## src/rtl/store_access_ctrl.sv

```systemverilog
// Bit-serial word access sequencer for one group of mercury delay-line tanks.
// Define STORE_WRITE_VERIFY_EN to read back every write on the next pass and flag mismatches.
module store_access_ctrl #(
  parameter int NTANKS    = 4,
  parameter int WORDS     = 32,
  parameter int WORD_BITS = 18,
  parameter int TANK_BITS = WORDS * WORD_BITS,
  parameter int ADDR_W    = $clog2(NTANKS) + $clog2(WORDS)
) (
  input  logic                 clk,
  input  logic                 rst,
  input  logic                 req_valid,
  output logic                 req_ready,
  input  logic                 req_write,
  input  logic [ADDR_W-1:0]    req_addr,
  input  logic [WORD_BITS-1:0] req_wdata,
  output logic                 rsp_valid,
  output logic [WORD_BITS-1:0] rsp_rdata,
  output logic                 rsp_err,
  output logic                 mib,
  input  logic [NTANKS-1:0]    mob,
  output logic [NTANKS-1:0]    tank_clr,
  output logic [NTANKS-1:0]    tank_in,
  output logic [NTANKS-1:0]    tank_out,
  output logic [9:0]           circ_pos
);

  localparam int TW = $clog2(NTANKS);
  localparam int WW = $clog2(WORDS);
  localparam int BW = $clog2(WORD_BITS);
  localparam logic [9:0]    LAST_POS = 10'(TANK_BITS - 1);
  localparam logic [BW-1:0] LAST_BIT = BW'(WORD_BITS - 1);

  typedef enum logic [2:0] {
    S_IDLE,
    S_WAIT,
    S_XFER,
`ifdef STORE_WRITE_VERIFY_EN
    S_VWAIT,
    S_VERIFY,
`endif
    S_DONE
  } state_e;

  state_e               state_q, state_d;
  logic [9:0]           circ_pos_q, circ_pos_d;
  logic                 write_q, write_d;
  logic [TW-1:0]        tank_q, tank_d;
  logic [WW-1:0]        word_q, word_d;
  logic [WORD_BITS-1:0] wdata_q, wdata_d;
  logic [BW-1:0]        bit_q, bit_d;
  logic [WORD_BITS-1:0] acc_q, acc_d;
  logic [WORD_BITS-1:0] rdata_q, rdata_d;
  logic                 rsp_valid_q, rsp_valid_d;
  logic                 mib_q, mib_d;
  logic [NTANKS-1:0]    clr_q, clr_d;
  logic [NTANKS-1:0]    in_q, in_d;
  logic [NTANKS-1:0]    out_q, out_d;
  logic [9:0]           base, req_base;
  logic                 sample_bit;
`ifdef STORE_WRITE_VERIFY_EN
  logic                 err_q, err_d;
  logic                 rsp_err_q, rsp_err_d;
`endif

  function automatic logic [9:0] word_base(input logic [WW-1:0] w);
    return 10'(w) * 10'(WORD_BITS);
  endfunction

  assign base       = word_base(word_q);
  assign req_base   = word_base(req_addr[WW-1:0]);
  assign sample_bit = mob[tank_q];
  assign circ_pos_d = (circ_pos_q == LAST_POS) ? 10'd0 : circ_pos_q + 10'd1;

  always_comb begin
    state_d     = state_q;
    write_d     = write_q;
    tank_d      = tank_q;
    word_d      = word_q;
    wdata_d     = wdata_q;
    bit_d       = bit_q;
    acc_d       = acc_q;
    rdata_d     = rdata_q;
    rsp_valid_d = 1'b0;
`ifdef STORE_WRITE_VERIFY_EN
    err_d       = err_q;
    rsp_err_d   = 1'b0;
`endif

    case (state_q)
      S_IDLE: begin
        if (req_valid) begin
          write_d = req_write;
          tank_d  = req_addr[ADDR_W-1:WW];
          word_d  = req_addr[WW-1:0];
          wdata_d = req_wdata;
          bit_d   = '0;
`ifdef STORE_WRITE_VERIFY_EN
          err_d   = 1'b0;
`endif
          // Accepting one slot before the word arrives still catches it on this pass
          state_d = (circ_pos_d == req_base) ? S_XFER : S_WAIT;
        end
      end
      S_WAIT: begin
        if (circ_pos_d == base) state_d = S_XFER;
      end
      S_XFER: begin
        if (!write_q) acc_d[bit_q] = sample_bit;
        if (bit_q == LAST_BIT) begin
          bit_d = '0;
`ifdef STORE_WRITE_VERIFY_EN
          if (write_q) begin
            state_d = S_VWAIT;
          end else begin
            state_d     = S_DONE;
            rsp_valid_d = 1'b1;
            rdata_d     = acc_d;
          end
`else
          state_d     = S_DONE;
          rsp_valid_d = 1'b1;
          if (!write_q) rdata_d = acc_d;
`endif
        end else begin
          bit_d = bit_q + 1'b1;
        end
      end
`ifdef STORE_WRITE_VERIFY_EN
      S_VWAIT: begin
        if (circ_pos_d == base) state_d = S_VERIFY;
      end
      S_VERIFY: begin
        if (sample_bit != wdata_q[bit_q]) err_d = 1'b1;
        if (bit_q == LAST_BIT) begin
          bit_d       = '0;
          state_d     = S_DONE;
          rsp_valid_d = 1'b1;
          rsp_err_d   = err_d;
        end else begin
          bit_d = bit_q + 1'b1;
        end
      end
`endif
      S_DONE:  state_d = S_IDLE;
      default: state_d = S_IDLE;
    endcase

    // Strobes are computed for the next slot so they line up with the registered circ_pos
    mib_d = 1'b0;
    clr_d = '0;
    in_d  = '0;
    out_d = '0;
    if (state_d == S_XFER) begin
      if (write_d) begin
        clr_d[tank_d] = 1'b1;
        in_d[tank_d]  = 1'b1;
        mib_d         = wdata_d[bit_d];
      end else begin
        out_d[tank_d] = 1'b1;
      end
    end
`ifdef STORE_WRITE_VERIFY_EN
    if (state_d == S_VERIFY) out_d[tank_d] = 1'b1;
`endif
  end

  always_ff @(posedge clk or posedge rst) begin
    if (rst) begin
      state_q     <= S_IDLE;
      circ_pos_q  <= '0;
      write_q     <= 1'b0;
      tank_q      <= '0;
      word_q      <= '0;
      wdata_q     <= '0;
      bit_q       <= '0;
      acc_q       <= '0;
      rdata_q     <= '0;
      rsp_valid_q <= 1'b0;
      mib_q       <= 1'b0;
      clr_q       <= '0;
      in_q        <= '0;
      out_q       <= '0;
`ifdef STORE_WRITE_VERIFY_EN
      err_q       <= 1'b0;
      rsp_err_q   <= 1'b0;
`endif
    end else begin
      state_q     <= state_d;
      circ_pos_q  <= circ_pos_d;
      write_q     <= write_d;
      tank_q      <= tank_d;
      word_q      <= word_d;
      wdata_q     <= wdata_d;
      bit_q       <= bit_d;
      acc_q       <= acc_d;
      rdata_q     <= rdata_d;
      rsp_valid_q <= rsp_valid_d;
      mib_q       <= mib_d;
      clr_q       <= clr_d;
      in_q        <= in_d;
      out_q       <= out_d;
`ifdef STORE_WRITE_VERIFY_EN
      err_q       <= err_d;
      rsp_err_q   <= rsp_err_d;
`endif
    end
  end

  assign req_ready = (state_q == S_IDLE);
  assign rsp_valid = rsp_valid_q;
  assign rsp_rdata = rdata_q;
  assign mib       = mib_q;
  assign tank_clr  = clr_q;
  assign tank_in   = in_q;
  assign tank_out  = out_q;
  assign circ_pos  = circ_pos_q;
`ifdef STORE_WRITE_VERIFY_EN
  assign rsp_err   = rsp_err_q;
`else
  assign rsp_err   = 1'b0;
`endif

endmodule

```

## config.mk

```make
export PLATFORM = sky130hd
export DESIGN_NAME = store_access_ctrl
export DESIGN_NICKNAME = d
export VERILOG_FILES = /design/src/rtl/store_access_ctrl.sv
export SDC_FILE = /design/constraint.sdc
export NUM_CORES = 1
export LEC_CHECK = 0
export CAP_MARGIN = 20
export CORE_MARGIN = 2
export CORE_UTILIZATION = 27
export CTS_CLUSTER_SIZE = 10
export DETAILED_ROUTE_END_ITERATION = 16
export GPL_ROUTABILITY_DRIVEN = 0
export PLACE_DENSITY = 0.47
export SYNTH_ARGS = -nofsm -noshare
export SYNTH_HDL_FRONTEND = slang
export SYNTH_SLANG_ARGS = --single-unit
```

## constraint.sdc

```tcl
create_clock -name clk -period 3.5 [get_ports clk]
set_input_delay 0.525 -clock clk [delete_from_list [all_inputs] [get_ports clk]]
set_output_delay 0.525 -clock clk [all_outputs]
set_load 0.01 [all_outputs]
```

==> run_results.csv, run 1 <==
group,metric,value,unit
detailed_routing,avgViaCountPerCell,4.87,
power,pwr-share-seq,44.7,%
grt,grt_start_max_net_pins,48,
worst_setup_path,crit_path_end_kind,"flip-flop",
floorplanning,die_h,142,um
power,p_leak,2.72,nW
synth,syn_area,5180,um2
clock_network,cts_sinks,89,
grt,first_global_vias,4141,
place,pre_cts_slack,29.4,ps
sta,setup-violations-final,0,
floorplanning,start_util,27.6,%
power,power.share.clock,36.4,%
synth,synth_edf_count,0,
synth,postSynth.asyncResetShare,100,%
grt,grt_pass1_wl,21500,um
final_layout,drive_gt1_share,10.5,%
place,dp_hpwl,9800,um
power,pwr-share-comb,19.0,%
sta,layout_worst_path_cycle_share,90.0,%
synth,synth-seq-area-share,43.0,%
clock_network,numCtsBuffers,9,
worst_setup_path,critPathLaunchType,"primary input",
worst_setup_path,ff2ff_setup_slack,560,ps
sta,max_freq,0.317,GHz
floorplanning,die_area,20300,um2
sta,fin_crit,3150,ps
clock_network,cts.htree.levels,3,
detailed_routing,wl_per_cell,15.4,um
synth,avgSynthCellArea,9.28,um2
power,power.net_switching,0.000761,W
clock_network,hold_buffers,0,
sta,skew,9.12,ps
worst_setup_path,critPathRequiredTime,3730,ps
sta,setup_ws,349,ps
clock_network,post-cts-setup-buffers,0,
floorplanning,die_w,142,um
synth,ys_ff_latch,89,
job,cap_violations,0,
detailed_routing,drt-total-wl,13200,um
worst_hold_path,hold_path.class,"flip-flop to flip-flop",
grt,grt_overflow,0,
floorplanning,rows,50,
final_layout,design_area,6440,um2
floorplanning,core-area,18800,um2
place,post_dp_cell_area,6140,um2
clock_network,root_buffer,"clkbuf_16",
final_layout,nets,670,
run_status,status,"completed",
sta,hold_ws,469,ps
worst_setup_path,critPathArrivalTime,3380,ps
sta,fin_setup_tns,0,ps
detailed_routing,num_vias,4196,
detailed_routing,drtAntennaViolNets,0,
sta,drv_slew,0,
clock_network,clkTransAtPathRegs,60,ps
final_layout,num_antenna_cells,0,
worst_setup_path,crit_chain,"clkdlybuf4s50_1 -> ha_1 -> ha_1 -> inv_1 -> fa_1 -> a21bo_2 -> a211oi_1 -> o32ai_1 -> and3_1 -> o2111a_1 -> o21ai_2 -> a211oi_1",
synth,yosys_warnings,0,
power,finalPower,0.00265,W
worst_setup_path,critPathMaxStageDelay,550,ps
power,power.density,411,nW/um2
clock_network,clock_latency,350,ps
power,irDropWorstVdd,245,uV
grt,globalRouteTotalUtil,13.5,%
clock_network,clockBufferDepth,2,
clock_network,cts_tree,"yes",
worst_setup_path,worstSetupPathType,"primary input to flip-flop",
sta,final-hold-violation-count,0,
clock_network,post_cts_resized,0,
grt,antenna_found_initial,0,
place,placement.io_buffers,75,
worst_setup_path,critical_path.slowest_cell,"fa_1",
detailed_routing,drt-initial-drc-count,209,
detailed_routing,drc,0,
power,intPower,0.00189,W
sta,relSlewSlack,43.8,%
final_layout,syn2layout_area_growth,24.3,%
floorplanning,top_level_ports,77,
sta,grt_setup_unrepaired,"no",
synth,synthFlopType,"dfrtp_1",
worst_setup_path,crit_fanout,5,
detailed_routing,first_pass_iters,4,
synth,synthCells,558,
power,p_sw_share,28.7,%
synth,synth_cell_types,73,
sta,worstMarginPinSlew,843,ps
-- registers in the layout (all words and copies together), names as in the netlist --
| name | cells |
|---|---|
| acc_q | 17 |
| bit_q | 5 |
| circ_pos | 10 |
| mib | 1 |
| rsp_rdata | 18 |
| rsp_valid | 1 |
| state_q | 3 |
| tank_in | 4 |
| tank_out | 4 |
| tank_q | 2 |
| wdata_q | 18 |
| word_q | 5 |
| write_q | 1 |
-- path summary, 6_finish.rpt --
| kind | to | cells past startpoint | from |
|---|---|---|---|
| min in group asynchronous | rsp_rdata[17]$_DFFE_PP0P_ | 2 | rst |
| max in group asynchronous | circ_pos[9]$_DFF_PP0_ | 3 | rst |
| hold reg to reg | wdata_q[0]$_DFF_PP0_ | 2 | wdata_q[0]$_DFF_PP0_ |
| setup / recovery | mib$_DFF_PP0_ | 12 | req_addr[4] |
| hold / removal | wdata_q[0]$_DFF_PP0_ | 2 | wdata_q[0]$_DFF_PP0_ |
| setup reg to reg | state_q[1]$_DFF_PP0_ | 7 | circ_pos[0]$_DFF_PP0_ |
-- power by group through the flow --
stage	Sequential (W)	Clock (W)	Combinational, W
after global placement	0.00120	0	0.000500
final	0.00118	0.000963	0.000503
after floorplan	0.00117	0	0.000358
after CTS	0.00118	0.00100	0.000513
after detailed placement	0.00120	0	0.000512
after global routing	0.00119	0.00105	0.000573
-- Yosys cell counts (7+ instances only) --
| cell type | instances | area [um2] |
|---|---|---|
| a21oi_1 | 20 | 100 |
| buf_4 | 8 | 60.1 |
| clkbuf_1 | 15 | 56.3 |
| dfrtp_1 | 89 | 2230 |
| ha_1 | 13 | 163 |
| inv_1 | 22 | 82.6 |
| mux2_2 | 18 | 203 |
| mux2i_1 | 22 | 220 |
| nand2_1 | 95 | 357 |
| nand3_1 | 31 | 155 |
| nor2_1 | 36 | 135 |
| nor2b_1 | 9 | 56.3 |
| nor3_1 | 17 | 85.1 |
| nor4_1 | 7 | 43.8 |
| o21ai_0 | 19 | 95.1 |
| xor2_1 | 8 | 70.1 |
-- metal layers --
metal | global-route usage (%) | part of all wire, % | wire, um | up-vias
li1 | - | - | - | 2085
met2 | 22.4 | 48 | 6370 | 89
met4 | 4.12 | 1.8 | 244 | 0
met3 | 3.10 | 4.6 | 614 | 19
met1 | 17.5 | 45 | 6010 | 2003
met5 | 0 | 0 | 0 | -
-- metrics by stage --
step | std cells | utilization, %
floorplan | 559 | -
detailed placement | 845 | 32.7
finish | 861 | 34.3
global route | 861 | 34.3
global placement | 845 | 32.7
CTS | 861 | 34.3
-- worst max-delay path, delay by kind of cell --
kind / cells / cell delay (ps)
AOI/OAI and AO/OA: 6 / 1130
adders and majority gates: 3 / 1010
and+or+nand+nor: 1 / 210
buffers and inverters: 2 / 490
-- cell type report --
type | count | area [um2]
Fill cell | 1970 | 12300
Multi-Input combinational cell | 413 | 2690
Sequential cell | 89 | 2230
Timing Repair Buffer | 86 | 846
Tap cell | 234 | 293
Clock buffer | 10 | 229
Inverter | 23 | 87.6
Clock inverter | 6 | 66.3
-- cells in the final DEF, fill, tap and decap left out, types with 10 or more instances in the layout --
cell / Yosys / layout
nand2_1: 95 / 95
dfrtp_1: 89 / 89
clkdlybuf4s50_1: 0 / 75
nor2_1: 36 / 35
nand3_1: 31 / 31
mux2i_1: 22 / 22
inv_1: 22 / 21
a21oi_1: 20 / 20
o21ai_0: 19 / 19
mux2_2: 18 / 18
nor3_1: 17 / 17
ha_1: 13 / 13
buf_4: 8 / 10
-- logic make-up (layout without fill, tap and decap cells) --
family                   after synthesis  in the layout  synth area share [%]
AND/OR/NAND/NOR                      249            249                  24.3
multiplexers                          41             41                  8.61
adder cells (fa/ha/maj)               15             15                  3.92
XOR/XNOR                              15             15                  3.07
flip-flops                            89             89                  43.0
AO/OA/AOI/OAI                         91             91                  11.8
buffers and inverters                 57            125                  5.17
other                                  1              2                0.0724
Power figures use the tool's default switching activity.
==> run 2: changes to the inputs <==
- ABC_CLOCK_PERIOD_IN_PS: not set -> 3500
==> results of run 2 <==
Final layout, timing and power as in run 1 (identical DEF).
==> RTL change 1: new RTL, config.mk and constraints of run 2 <==
Build with the macro `STORE_WRITE_VERIFY_EN` defined.
--- a/src/rtl/store_access_ctrl.sv
+++ b/src/rtl/store_access_ctrl.sv
@@ -1,5 +1,7 @@
 // Bit-serial word access sequencer for one group of mercury delay-line tanks.
 // Define STORE_WRITE_VERIFY_EN to read back every write on the next pass and flag mismatches.
+`define STORE_WRITE_VERIFY_EN
+
 module store_access_ctrl #(
   parameter int NTANKS    = 4,
   parameter int WORDS     = 32,
Formal check against the unedited RTL: no difference found for any inputs over 10 cycles, from zero or initial values and one cycle with rst high; that may be too few to reach the edited logic, so the function may still have changed.
==> RTL change 1 against run 2 <==
Non-clock buffer count up 10. Synthesized area up 5.8%. Critical path depth up 1. Hold slack better by 0.0077 ns. Global-route usage up 0.13 points. Sequential cell count up 2. Setup slack worse by 0.14 ns. Wire length up 7.5%. Design area up 7.0%. Count of clock-buffer cells in the layout up 1. Critical path type unchanged. Critical endpoint unchanged. Largest cell class unchanged. Highest routed layer unchanged.
Power is not compared: it rests on default switching activity, and its combinational part moved more than twofold at a synthesized area within 25%.
==> RTL change 1: results (changes against run 2) <==
Slew headroom 34.58% (was 43.79%); met3 GRT Util 2.281% (was 3.096%); DRT met1 WL 6.913 mm (was 6.010 mm); status finished clean (unchanged); post-synthesis sequential area ratio 41.56% (was 43.03%); first-pass GRT wire length 23.55 mm (was 21.54 mm); Area after DPL 6554 um^2 (was 6141 um^2); adder-cell share of the synthesized area 3.699% (was 3.916%); Final Net Count 694 (was 670); WHS 0.4763 ns (was 0.4686 ns); mux contribution to synthesized area 11.44% (was 8.605%); met2 WL 6.444 mm (was 6.374 mm); Yosys cell types 74 (was 73); vias in the first global route 4,381 (was 4,141); Async SR Flop Fraction 100.0% (unchanged); R2R setup slack 0.28 ns (was 0.56 ns); vias per inst 4.826 (was 4.873); worst clock skew 0.007241 ns (was 0.009122 ns); largest net degree at the start of global routing 33 (was 48); WL met3 577 um (was 614 um); clock root buffer clkbuf_16 (unchanged); drt wl/cell 15.47 um (was 15.38 um); top post-synthesis cells by count 131 x nand2_1, 91 x dfrtp_1, 25 x mux2_2 (was 95 x nand2_1, 89 x dfrtp_1, 36 x nor2_1); Leak 3.075 nW; Slowest Stage Delay on Critical Path 0.43 ns (was 0.55 ns); fraction of layout cells with a size suffix above 1 13.69% (was 10.53%); xor and xnor area share after synthesis 3.403% (was 3.070%); Synth area leaders dfrtp_1 42%, nand2_1 9.0%, mux2_2 5.1% (was dfrtp_1 43%, nand2_1 6.9%, mux2i_1 4.3%); n_diodes 0 (unchanged); CP top delay family adder cells (was compound AO/OA/AOI/OAI gates); met1 GRT Util 19.50% (was 17.53%); GRT met2 Usage 20.61% (was 22.44%); Starting DRT DRC Count 171 (was 209); complex-gate fraction of the synthesized area 11.60% (was 11.80%); placed wire-length estimate 10.66 mm (was 9.797 mm); slowest cell on the critical path clkdlybuf4s50_1 (was fa_1)
[RTL change 1: area by class of cell]
| class | count | area (um^2) | share of cell area [%] |
|---|---|---|---|
| sequential | 91 | 2277 | 33.07 |
| inverter | 23 | 87.58 | 1.272 |
| timing repair buffer | 96 | 910.9 | 13.23 |
| tap | 270 | 337.8 | 4.906 |
| clock inverter | 4 | 98.84 | 1.436 |
| multi-input combinational | 425 | 2940 | 42.70 |
| clock buffer | 11 | 232.7 | 3.380 |
[RTL change 1: through the flow]
| stage | utilization (%) | TNS, ns | worst slack [ns] | power (W) | cells |
|---|---|---|---|---|---|
| global placement | 32.60 | -0.05628 | -0.04302 | 0.001216 | 905 |
| global route | 34.25 | 0 | 0.01321 | 0.002401 | 920 |
| CTS | 34.25 | 0 | 0.2389 | 0.002340 | 920 |
| detailed placement | 32.60 | -0.5743 | -0.1104 | 0.001219 | 905 |
| finish | 34.25 | 0 | 0.2138 | 0.002310 | 920 |
| floorplan | - | 0 | 0.6114 | 0.001150 | 574 |
[RTL change 1: path summary, 6_finish.rpt]
kind                            cells past startpoint      endpoint         start
worst max register to register                     12   tank_out[2]     word_q[4]
worst max-delay path                               13           mib   req_addr[1]
max in group asynchronous                           3      bit_q[1]           rst
worst min-delay path                                2  rsp_rdata[7]  rsp_rdata[7]
worst min register to register                      2  rsp_rdata[7]  rsp_rdata[7]
min in group asynchronous                           2  rsp_rdata[2]           rst
[RTL change 1: logic make-up (layout without fill, tap and decap cells)]
kind of cell / count (synthesis) / in the layout
AOI/OAI and AO/OA: 90 / 90
xor gates and xnor gates: 18 / 18
adders and majority gates: 15 / 15
buffers and inverters: 58 / 134
DFF: 91 / 91
muxes: 52 / 52
and+or+nand+nor: 250 / 250
==> RTL change 2: new RTL, settings of run 2 <==
Made on the original files. Reset style: synchronous (`rst`), changed in one clocked block.
--- a/src/rtl/store_access_ctrl.sv
+++ b/src/rtl/store_access_ctrl.sv
@@ -165,7 +165,7 @@
 `endif
   end
 
-  always_ff @(posedge clk or posedge rst) begin
+  always_ff @(posedge clk) begin
     if (rst) begin
       state_q     <= S_IDLE;
       circ_pos_q  <= '0;
Behaviour: differs if rst is asserted again (counterexample within 4 cycles, from zero or initial values and one cycle with rst high); with rst held inactive, the same outputs for 10 cycles.
==> RTL change 2 against run 2 <==
Design area shrank 2.6%. Die area shrank 7.2%. Synthesized area shrank 7.4%. Maximum frequency shrank 6.6%. Clock power up 17%. Setup slack got worse by 0.22 ns. Via count grew 0.81%. Sequential cell count did not move. Final cell count is 2.0% higher. Wire length shrank 4.9%. Power fell by 7.8%. Critical path type unchanged. Critical endpoint is now tank_out[0].
==> RTL change 2: results (changes against run 2) <==
first-pass GRT wire length 20.53 mm (was 21.54 mm); post-synthesis sequential area ratio 37.16% (was 43.03%); fin cells 878 (was 861); top post-synthesis cells by count 90 x nand2_1, 89 x dfxtp_1, 58 x nor2_1 (was 95 x nand2_1, 89 x dfrtp_1, 36 x nor2_1); # Post-CTS Setup Buffers 0 (unchanged); Worst Hold Path EP wdata_q[12] (was wdata_q[0]); yosys warns 0 (unchanged); mux contribution to synthesized area 6.628% (was 8.605%); worst-margin pin slew 0.6267 ns (was 0.8432 ns); R2R setup slack 0.19 ns (was 0.56 ns); Worst-Skew Late Latency 0.35 ns (about the same); Max Slew Vio Count 0 (unchanged); clock root buffer clkbuf_16 (unchanged); initial antenna violation count 1 (was 0); Post-Syn Instances 572 (was 558); Final Net Count 695 (was 670); worst clock skew 0.008870 ns (was 0.009122 ns); # port buffers 75 (unchanged); vias per inst 4.818 (was 4.873); largest net degree at the start of global routing 42 (was 48); Worst Hold Launch wdata_q[12] (was wdata_q[0]); fill count 1,751 (was 1,970); Leak 2.273 nW (was 2.718 nW); placed wire-length estimate 9.370 mm (was 9.797 mm); Synth area leaders dfxtp_1 37%, nand2_1 7.0%, a211oi_1 6.1% (was dfrtp_1 43%, nand2_1 6.9%, mux2i_1 4.3%); complex-gate fraction of the synthesized area 17.56% (was 11.80%); vias in the first global route 4,029 (was 4,141); pre-CTS setup slack -0.4562 ns (was 0.02936 ns); Worst Path Max Fanout 5 (unchanged); DRT Wirelength 12.59 mm (was 13.24 mm); gr usage total 13.95% (was 13.52%); xor and xnor area share after synthesis 3.836% (was 3.070%); adder-cell share of the synthesized area 4.228% (was 3.916%); hold crit path type reg -> reg (unchanged); R2R Path End tank_out[0] (was state_q[1]); CTS Buf Count 9 (unchanged); 1st-pass router iterations 4 (unchanged); CP arrival 3.66 ns (was 3.38 ns); H-tree depth 3 (unchanged); Yosys cell types 73 (unchanged); status finished clean (unchanged); WHS Path Cells 2 (unchanged); sw frac 23.80% (was 28.74%); Area after DPL 5862 um^2 (was 6141 um^2); reg2reg start word_q[1] (was circ_pos[0]); Worst VDD drop 0.2321 mV (was 0.2445 mV); fraction of layout cells with a size suffix above 1 12.58% (was 10.53%); CTS Buffer Depth 2 (unchanged); Placed Cells 861 (was 845); Async SR Flop Fraction 0% (was 100.0%); r2r worst-path depth 13 (was 7); Starting DRT DRC Count 259 (was 209)
[RTL change 2: cell count changes in the layout (fill, tap and decap cells not counted), moves of 5 or more]
cell	run 2	this run
dfrtp_1	89	0
dfxtp_1	0	89
a211oi_1	4	39
a21oi_1	20	40
buf_4	10	29
nand3_1	31	12
nor2_1	35	54
mux2_2	18	4
o21ai_0	19	7
inv_1	21	13
nor3_1	17	11
a2111oi_0	5	0
nand2_1	95	90
o21a_1	5	0
[RTL change 2: kinds of logic after synthesis]
| logic type | after synthesis |
|---|---|
| simple gates | 243 |
| fa+ha+maj | 15 |
| other cells | 1 |
| xor+xnor | 17 |
| buf+inv | 54 |
| compound gates | 123 |
| mux | 30 |
| flops | 89 |
[RTL change 2: worst max-delay path: stages]
cell and delay [ns]:
clkdlybuf4s50_1 0.48, ha_2 0.17, ha_2 0.16, inv_1 0.05, fa_2 0.52, buf_4 0.13, inv_1 0.04, a2111o_1 0.28
o211ai_1 0.13, o32ai_2 0.15, a2111oi_4 0.38, nor2_2 0.10, or3_4 0.43, nor2_1 0.10
[RTL change 2: per-stage QoR]
step | hold WS, ns | util, % | TNS (ns)
floorplan | 0.4329 | - | 0
global placement | 0.4410 | 33.77 | -3.203
detailed placement | 0.4452 | 33.77 | -3.713
CTS | 0.4553 | 35.90 | 0
global route | 0.4670 | 36.10 | 0
finish | 0.4532 | 36.12 | 0
[RTL change 2: final cells by class]
class,count,area share [%]
multi-input combinational,430,45.21
sequential,89,28.42
timing repair buffer,104,15.49
tap,225,4.491
clock buffer,9,3.593
clock inverter,7,1.976
inverter,13,0.7784
antenna,1,0.03992
[RTL change 2: repair_timing]
action                     in CTS  in global routing
pin swaps                       3                 13
setup endpoints to repair       7                  9
resized for setup               4                 12
[RTL change 2: worst max path at each step]
stage | from | to | slack [ns] | depth (start not counted)
6_report | req_addr[3] | tank_out[0] | 0.13 | 14
5_1_grt | word_q[1] | tank_in[2] | 0.0008 | 14
4_1_cts | req_addr[1] | mib | 0.03 | 13
3_5_place_dp | req_addr[1] | mib | -0.46 | 13
3_3_place_gp | req_addr[1] | mib | -0.42 | 13
2_1_floorplan | req_addr[1] | tank_out[0] | 0.24 | 11
[RTL change 2: power by group through the flow]
stage / Sequential (W) / Combinational, W / Clock, W
final: 0.00105 / 0.000258 / 0.00113
after global routing: 0.00106 / 0.000285 / 0.00119
after CTS: 0.00105 / 0.000257 / 0.00116
after detailed placement: 0.00108 / 0.000251 / 0
after global placement: 0.00107 / 0.000249 / 0
after floorplan: 0.00107 / 0.000144 / 0
[RTL change 2: metal layers]
metal / track usage [%] / part of all wire (%)
met3: 3.311 / 6.4
met5: 0 / 0
met2: 19.71 / 42
met1: 20.15 / 50
met4: 5.727 / 1.7
